`src/rtl/oled_refresh_scheduler_if.sv`:
```
// oled_refresh_scheduler_if: bus between the refresh scheduler and the single IIC write engine.
interface oled_refresh_scheduler_if;
   logic        iic_start;
   logic [23:0] iic_data;
   logic        write_done;
   modport master (output iic_start, iic_data, input write_done);
   modport slave  (input iic_start, iic_data, output write_done);
endinterface

```
`src/rtl/oled_refresh_scheduler.sv`:
```
// oled_refresh_scheduler: grants the IIC write engine to init/clear/static/live generators in turn,
// schedules live redraws and recovers a hung bus with a per-write watchdog.
module oled_refresh_scheduler #(
   parameter int POWERUP_CYCLES = 5_000_000,
   parameter int REFRESH_CYCLES = 50_000_000,
   parameter int TIMEOUT_CYCLES = 1_000_000
) (
   input  logic        sys_clk,
   input  logic        rst,
   input  logic [23:0] init_data,
   input  logic        init_finish,
   input  logic [23:0] clear_data,
   input  logic        clear_finish,
   input  logic [23:0] static_data,
   input  logic        static_finish,
   input  logic [23:0] show_data,
   input  logic        show_finish,
   input  logic        data_updated,
   input  logic        force_redraw,
   oled_refresh_scheduler_if.master iic,
   output logic        init_req,
   output logic        clear_req,
   output logic        static_req,
   output logic        show_req,
   output logic        blk_clr,
   output logic        oled_ready,
   output logic        timeout_err,
   output logic [7:0]  err_cnt
);
   localparam int PW = $clog2(POWERUP_CYCLES + 1);
   localparam int RW = $clog2(REFRESH_CYCLES + 1);
   localparam int TW = $clog2(TIMEOUT_CYCLES + 1);
   typedef enum logic [2:0] {PWRUP, INIT, CLEAR, STATIC, SHOW, IDLE, RECOVER} state_t;
   state_t        state, state_n;
   logic [PW-1:0] pw_cnt;
   logic [RW-1:0] rf_cnt;
   logic [TW-1:0] wd_cnt;
   logic          busy, show_pend, full_pend;
   logic          writing, fin, done, expire, timeout, start_n, consume;
   always_comb begin
      writing = state inside {INIT, CLEAR, STATIC, SHOW};
      fin = state == INIT ? init_finish : state == CLEAR ? clear_finish :
            state == STATIC ? static_finish : show_finish;
      done = writing && iic.write_done;
      expire = state == IDLE && rf_cnt == RW'(REFRESH_CYCLES - 1);
      timeout = writing && busy && !iic.write_done && wd_cnt == TW'(TIMEOUT_CYCLES - 1);
      state_n = state;
      case (state)
         PWRUP:   state_n = pw_cnt == PW'(POWERUP_CYCLES - 1) ? INIT : PWRUP;
         INIT:    state_n = done && fin ? CLEAR : INIT;
         CLEAR:   state_n = done && fin ? STATIC : CLEAR;
         STATIC:  state_n = done && fin ? SHOW : STATIC;
         SHOW:    state_n = done && fin ? IDLE : SHOW;
         IDLE:    state_n = full_pend ? CLEAR : (show_pend || expire) ? SHOW : IDLE;
         default: state_n = INIT;
      endcase
      if (timeout) state_n = RECOVER;
      consume = state == IDLE && state_n != IDLE;
      // a write launches on entry to a write state, or one cycle after a non-final write_done
      start_n = (state_n != state && state_n inside {INIT, CLEAR, STATIC, SHOW}) || (done && !fin);
   end
   assign init_req = state == INIT;
   assign clear_req = state == CLEAR;
   assign static_req = state == STATIC;
   assign show_req = state == SHOW;
   assign iic.iic_data = init_req ? init_data : clear_req ? clear_data :
                         static_req ? static_data : show_req ? show_data : 24'd0;
   always_ff @(posedge sys_clk) begin
      if (rst) begin
         state <= PWRUP;
         pw_cnt <= '0;
         rf_cnt <= '0;
         wd_cnt <= '0;
         busy <= 1'b0;
         show_pend <= 1'b0;
         full_pend <= 1'b0;
         iic.iic_start <= 1'b0;
         blk_clr <= 1'b0;
         timeout_err <= 1'b0;
         oled_ready <= 1'b0;
         err_cnt <= '0;
      end else begin
         state <= state_n;
         pw_cnt <= state == PWRUP ? pw_cnt + 1'b1 : '0;
         rf_cnt <= state == IDLE && !expire ? rf_cnt + 1'b1 : '0;
         wd_cnt <= start_n ? '0 : busy ? wd_cnt + 1'b1 : wd_cnt;
         busy <= start_n || (busy && !iic.write_done && !timeout);
         show_pend <= data_updated || (show_pend && !consume);
         full_pend <= (force_redraw && !(state inside {PWRUP, RECOVER})) || (full_pend && !consume);
         iic.iic_start <= start_n;
         blk_clr <= timeout;
         timeout_err <= timeout;
         err_cnt <= timeout && err_cnt != 8'hff ? err_cnt + 8'd1 : err_cnt;
         oled_ready <= oled_ready || (state == SHOW && state_n == IDLE);
      end
   end
endmodule

```
`src/flat_wrapper.sv`:
```
// flat-port wrapper written by rule: the top's interface ports become plain ports
module oled_refresh_scheduler_flat 
#(
   parameter int POWERUP_CYCLES = 5_000_000,
   parameter int REFRESH_CYCLES = 50_000_000,
   parameter int TIMEOUT_CYCLES = 1_000_000
)
  (sys_clk, rst, init_data, init_finish, clear_data, clear_finish, static_data, static_finish, show_data, show_finish, data_updated, force_redraw, init_req, clear_req, static_req, show_req, blk_clr, oled_ready, timeout_err, err_cnt, iic_iic_start, iic_iic_data, iic_write_done);
  oled_refresh_scheduler_if iic_i ();
  input  logic sys_clk;
  input  logic rst;
  input  logic [23:0] init_data;
  input  logic init_finish;
  input  logic [23:0] clear_data;
  input  logic clear_finish;
  input  logic [23:0] static_data;
  input  logic static_finish;
  input  logic [23:0] show_data;
  input  logic show_finish;
  input  logic data_updated;
  input  logic force_redraw;
  output logic init_req;
  output logic clear_req;
  output logic static_req;
  output logic show_req;
  output logic blk_clr;
  output logic oled_ready;
  output logic timeout_err;
  output logic [7:0] err_cnt;
  output wire logic [$bits(iic_i.iic_start)-1:0] iic_iic_start;
  output wire logic [$bits(iic_i.iic_data)-1:0] iic_iic_data;
  input wire logic [$bits(iic_i.write_done)-1:0] iic_write_done;
  assign iic_iic_start = iic_i.iic_start;
  assign iic_iic_data = iic_i.iic_data;
  assign iic_i.write_done = iic_write_done;
  oled_refresh_scheduler #(.POWERUP_CYCLES(POWERUP_CYCLES), .REFRESH_CYCLES(REFRESH_CYCLES), .TIMEOUT_CYCLES(TIMEOUT_CYCLES)) u_core (.sys_clk(sys_clk), .rst(rst), .init_data(init_data), .init_finish(init_finish), .clear_data(clear_data), .clear_finish(clear_finish), .static_data(static_data), .static_finish(static_finish), .show_data(show_data), .show_finish(show_finish), .data_updated(data_updated), .force_redraw(force_redraw), .iic(iic_i), .init_req(init_req), .clear_req(clear_req), .static_req(static_req), .show_req(show_req), .blk_clr(blk_clr), .oled_ready(oled_ready), .timeout_err(timeout_err), .err_cnt(err_cnt));
endmodule
```
`config.mk`:
```
export PLATFORM = sky130hd
export DESIGN_NAME = oled_refresh_scheduler_flat
export DESIGN_NICKNAME = d
export VERILOG_FILES = /design/src/rtl/oled_refresh_scheduler_if.sv /design/src/rtl/oled_refresh_scheduler.sv /design/src/flat_wrapper.sv
export SDC_FILE = /design/constraint.sdc
export NUM_CORES = 1
export LEC_CHECK = 0
export CAP_MARGIN = 25
export CORE_ASPECT_RATIO = 0.75
export CORE_MARGIN = 3
export CORE_UTILIZATION = 35
export CTS_CLUSTER_SIZE = 25
export DETAILED_ROUTE_END_ITERATION = 10
export PLACE_DENSITY_LB_ADDON = 0.05
export RECOVER_POWER = 25
export SLEW_MARGIN = 20
export SYNTH_ARGS = -nofsm -noshare
export SYNTH_HDL_FRONTEND = slang
export SYNTH_SLANG_ARGS = --single-unit
export TNS_END_PERCENT = 10
```
`constraint.sdc`:
```
create_clock -name sys_clk -period 3.5 [get_ports sys_clk]
set_clock_uncertainty 0.15 [all_clocks]
set_input_delay 1.05 -clock sys_clk [delete_from_list [all_inputs] [get_ports sys_clk]]
set_output_delay 1.05 -clock sys_clk [all_outputs]
set_load 0.1 [all_outputs]
```
==> parameters.txt <==
Parameter                              Value

Status
  Status    finished, final reports clean

Synthesis
  Number of enable-type register cells in the synthesized netlist    0
  Post-synth design cell area    0.00458 sq mm
  Main area contributors after synthesis    dfxtp_1, nor2_1, xor2_1
  Ys flop type    dfxtp_1
  Number of storage elements in the synthesis netlist    86
  Sequential area share after synthesis    37.6%
  Library cell occupying the most area in the post-synthesis netlist    dfxtp_1
  Async SR Flop Fraction    0%
  Portion of synthesized cell area occupied by the leading cell type    a little under two fifths
  Cell with the most instances after synthesis    nor2_1
  Post-synth top cells    nor2_1, dfxtp_1, a21oi_1
  Gate Count Post-Synth    roughly 610
  Mapped Avg Cell Area    7.49 sq um
  Number of unique standard cell types used by synthesis    45
  Number of warnings issued by yosys    0
  Syn_nets    721

Layout
  Area added between synthesis and finish    49.3%
  Nets    865
  Layout cells sized above 1    between 10% and 20%
  Final standard cell count with taps included and fillers excluded    927
  Diode insertion count for antenna repair    0
  Summed area of non-filler cells in the final layout    0.00685 sq mm

Worst setup path
  Highest net fanout along the worst path    1
  Maximum single-stage delay on the critical path    roughly 0.47 ns
  Beginning of the critical path    clear_data[9]
  Data arrival, critical path    2.24 ns
  CP max-delay cell    clkdlybuf4s50_1
  Kind of critical path    input port to primary output
  Type of element capturing the critical path    primary output
  Endpoint required time on the critical path    between 2 and 2.5 ns
  Cell with the most instances on the worst path    a21oi_1
  Startpoint type of the worst setup path    input port
  Worst path bufs/invs    2
  Family of cells with the greatest summed delay on the critical path    buffers and inverters
  Sequence of cells on the critical path    clkdlybuf4s50_1, a21oi_1, nor3_1, a21oi_1, nor2_1, buf_12
  Start of the worst register-to-register path    u_core.rf_cnt[24]

Routing
  Antenna viol nets, final    0
  Violation count after the first detailed-routing iteration    about 200
  Final wirelength    13,700 microns
  First-pass DRT Iterations    4
  # DRC    0
  Detailed-route vias per instance    5.03
  Average wire per standard cell    approximately 15 microns
  Overall via count from detail_route    around 4,700

Clock network
  Clock Path Buffers    2
  Sink count of the clock tree    86
  Num CTS Buffers    9
  Insertion delay to the later sink of the worst-skew pair    0.33 ns
  Root cell of the clock tree    clkbuf_16
  Post-cts hold buffer count    0
  Clock-pin slew on the worst setup and hold paths    around 0.060 ns
  Level count of the clock H-tree    3
  Clock tree from TritonCTS    built

Global route
  GRT busiest layer    met2
  Global-route wire length before repair    ~23,000 microns
  Met1 track utilization from global routing    24.5%
  Met3 track demand over resource in global routing    4.25%
  Pin count of the biggest net entering global routing    29
  Met2 track demand over resource    31.1%
  Number of antenna violations at the first check in global routing    0
  Total routing resource utilization after global routing    18.7%
  GR Overflow Total    0
  Number of global-route vias before repair    4,493

Floorplan
  Die Outline Area    0.0145 sq mm
  Core box area    ~0.013 sq mm
  Die Width    138 microns
  Top-Level Pins    145
  Starting utilization of the core area    36.6%
  Die extent in y    105 microns
  Placement row count    35

STA
  Relative slew slack    a little under a fifth
  Number of pins with negative max-slew slack in the final report    0
  Worst hold-check slack    ~0.32 ns
  Period utilisation layout    98.2%
  Unrepaired setup endpoints after global routing    yes
  Slew @ Worst Pin    between 1 and 1.5 ns
  Fmax achieved    ~0.29 GHz
  Period minus WS final    3.44 ns
  Final-report setup violation count    0
  Final hold viol count    0

Placement
  Count of buffers inserted at the top-level ports    ~140
  Placed cell areas    0.00655 sq mm
  Placed insts    910
  Post-detail-place hpwl    10,500 microns
  RD Place Congestion    0.912

Worst hold path
  HP Class    flip-flop to flip-flop
  HP Start    u_core.pw_cnt[0]

Job
  Maximum capacitance violations    0

Pwr
  Total power per unit cell area    roughly 320 mW/mm^2
  Peak ir drop on the vdd network    ~270 uV
  Static leakage power    between 2 and 2.5 nW
per-layer routing:
| metal | wire length, microns | up-vias |
|---|---|---|
| li1 | - | 2375 |
| met1 | 6380 | 2151 |
| met2 | 6520 | 123 |
| met3 | 678 | 12 |
| met4 | 165 | 0 |
| met5 | 0 | - |
final timing paths:
| path | end | slack [ns] | cells past startpoint |
|---|---|---|---|
| worst min register to register | u_core.pw_cnt[0] | 0.32 | 1 |
| worst max-delay path | iic_iic_data[9] | 0.06 | 6 |
| worst max register to register | u_core.busy | 0.47 | 7 |
| worst min-delay path | u_core.pw_cnt[0] | 0.32 | 1 |
repair_timing:
action | 4_1_cts | 5_1_grt
resized for setup | 0 | 2
endpoints found under the setup margin | 0 | 3
setup buffers | 0 | 0
sequential cells by signal, indices dropped and copies added, names as in the netlist:
name,flops
u_core.rf_cnt,26
u_core.busy,1
u_core.full_pend,1
u_core.pw_cnt,23
u_core.show_pend,1
u_core.oled_ready,1
u_core.blk_clr,1
u_core.iic.iic_start,1
u_core.state,3
u_core.err_cnt,8
u_core.wd_cnt,20
area by class of cell:
| type | count | area (sq um) |
|---|---|---|
| fillers | 1203 | 5680 |
| multi-input cells | 486 | 2760 |
| repair buffers | 164 | 1800 |
| well taps | 166 | 208 |
| clock buffers | 10 | 239 |
| clock inverters | 6 | 90.1 |
| flip-flops and latches | 86 | 1720 |
| inverters | 9 | 33.8 |
power by group:
group | switching (mW) | leakage (nW) | internal, mW
combinational | 0.0389 | 1.60 | 0.112
clock | 0.379 | 0.159 | 0.648
sequential | 0.00336 | 0.693 | 0.983
total | 0.421 | 2.46 | 1.74
worst reg2reg max path, stage by stage, from the launching register on:
cell and delay, ns:
dfxtp_1 0.33, or4b_1 0.51, nor4_1 0.42, a31oi_1 0.20, or3_4 0.43, mux2_4 0.31
or4_1 0.43, a31oi_1 0.17
metrics by stage:
step	TNS, ns	utilization [%]	power (mW)	setup slack (ns)
after floorplan	-7.29	-	1.03	-0.500
after detailed placement	-0.888	52.3	1.16	-0.0525
after global routing	-0.00272	54.7	2.24	-0.00272
after CTS	0	54.9	2.19	0.0617
final	0	54.7	2.16	0.0638
after global placement	0	52.3	1.16	0.0128
cell families (layout without fill, tap and decap cells):
| logic type | Yosys count | after routing | share of synthesized area (%) |
|---|---|---|---|
| xor gates and xnor gates | 65 | 65 | 12.4 |
| buffers and inverters | 40 | 189 | 3.41 |
| DFF | 86 | 86 | 37.6 |
| muxes | 9 | 9 | 2.24 |
| and+or+nand+nor | 320 | 320 | 32.5 |
| AOI/OAI and AO/OA | 88 | 88 | 10.8 |
| adders and majority gates | 4 | 4 | 1.09 |
cell usage in the layout (no fill, tap or decap), drive strengths merged, types with 2 or more instances in the layout:
cell type and n:
nor2 146, clkdlybuf4s50 103, dfxtp 86, a21oi 54, nand2 53, xor2 48, buf 47, nand3 25
nor3 24, clkbuf 23, xnor2 17, o21ai 16, nand4 15, and3 15, inv 11, or3 10
mux2 7, nand2b 6, a22oi 6, nor2b 4, nor4 4, and4 4, a31oi 4, nor4b 4
ha 4, mux2i 2, or4 2, nand3b 2, or2 2, bufinv 2
No activity file was read; power rests on OpenSTA's default activity.
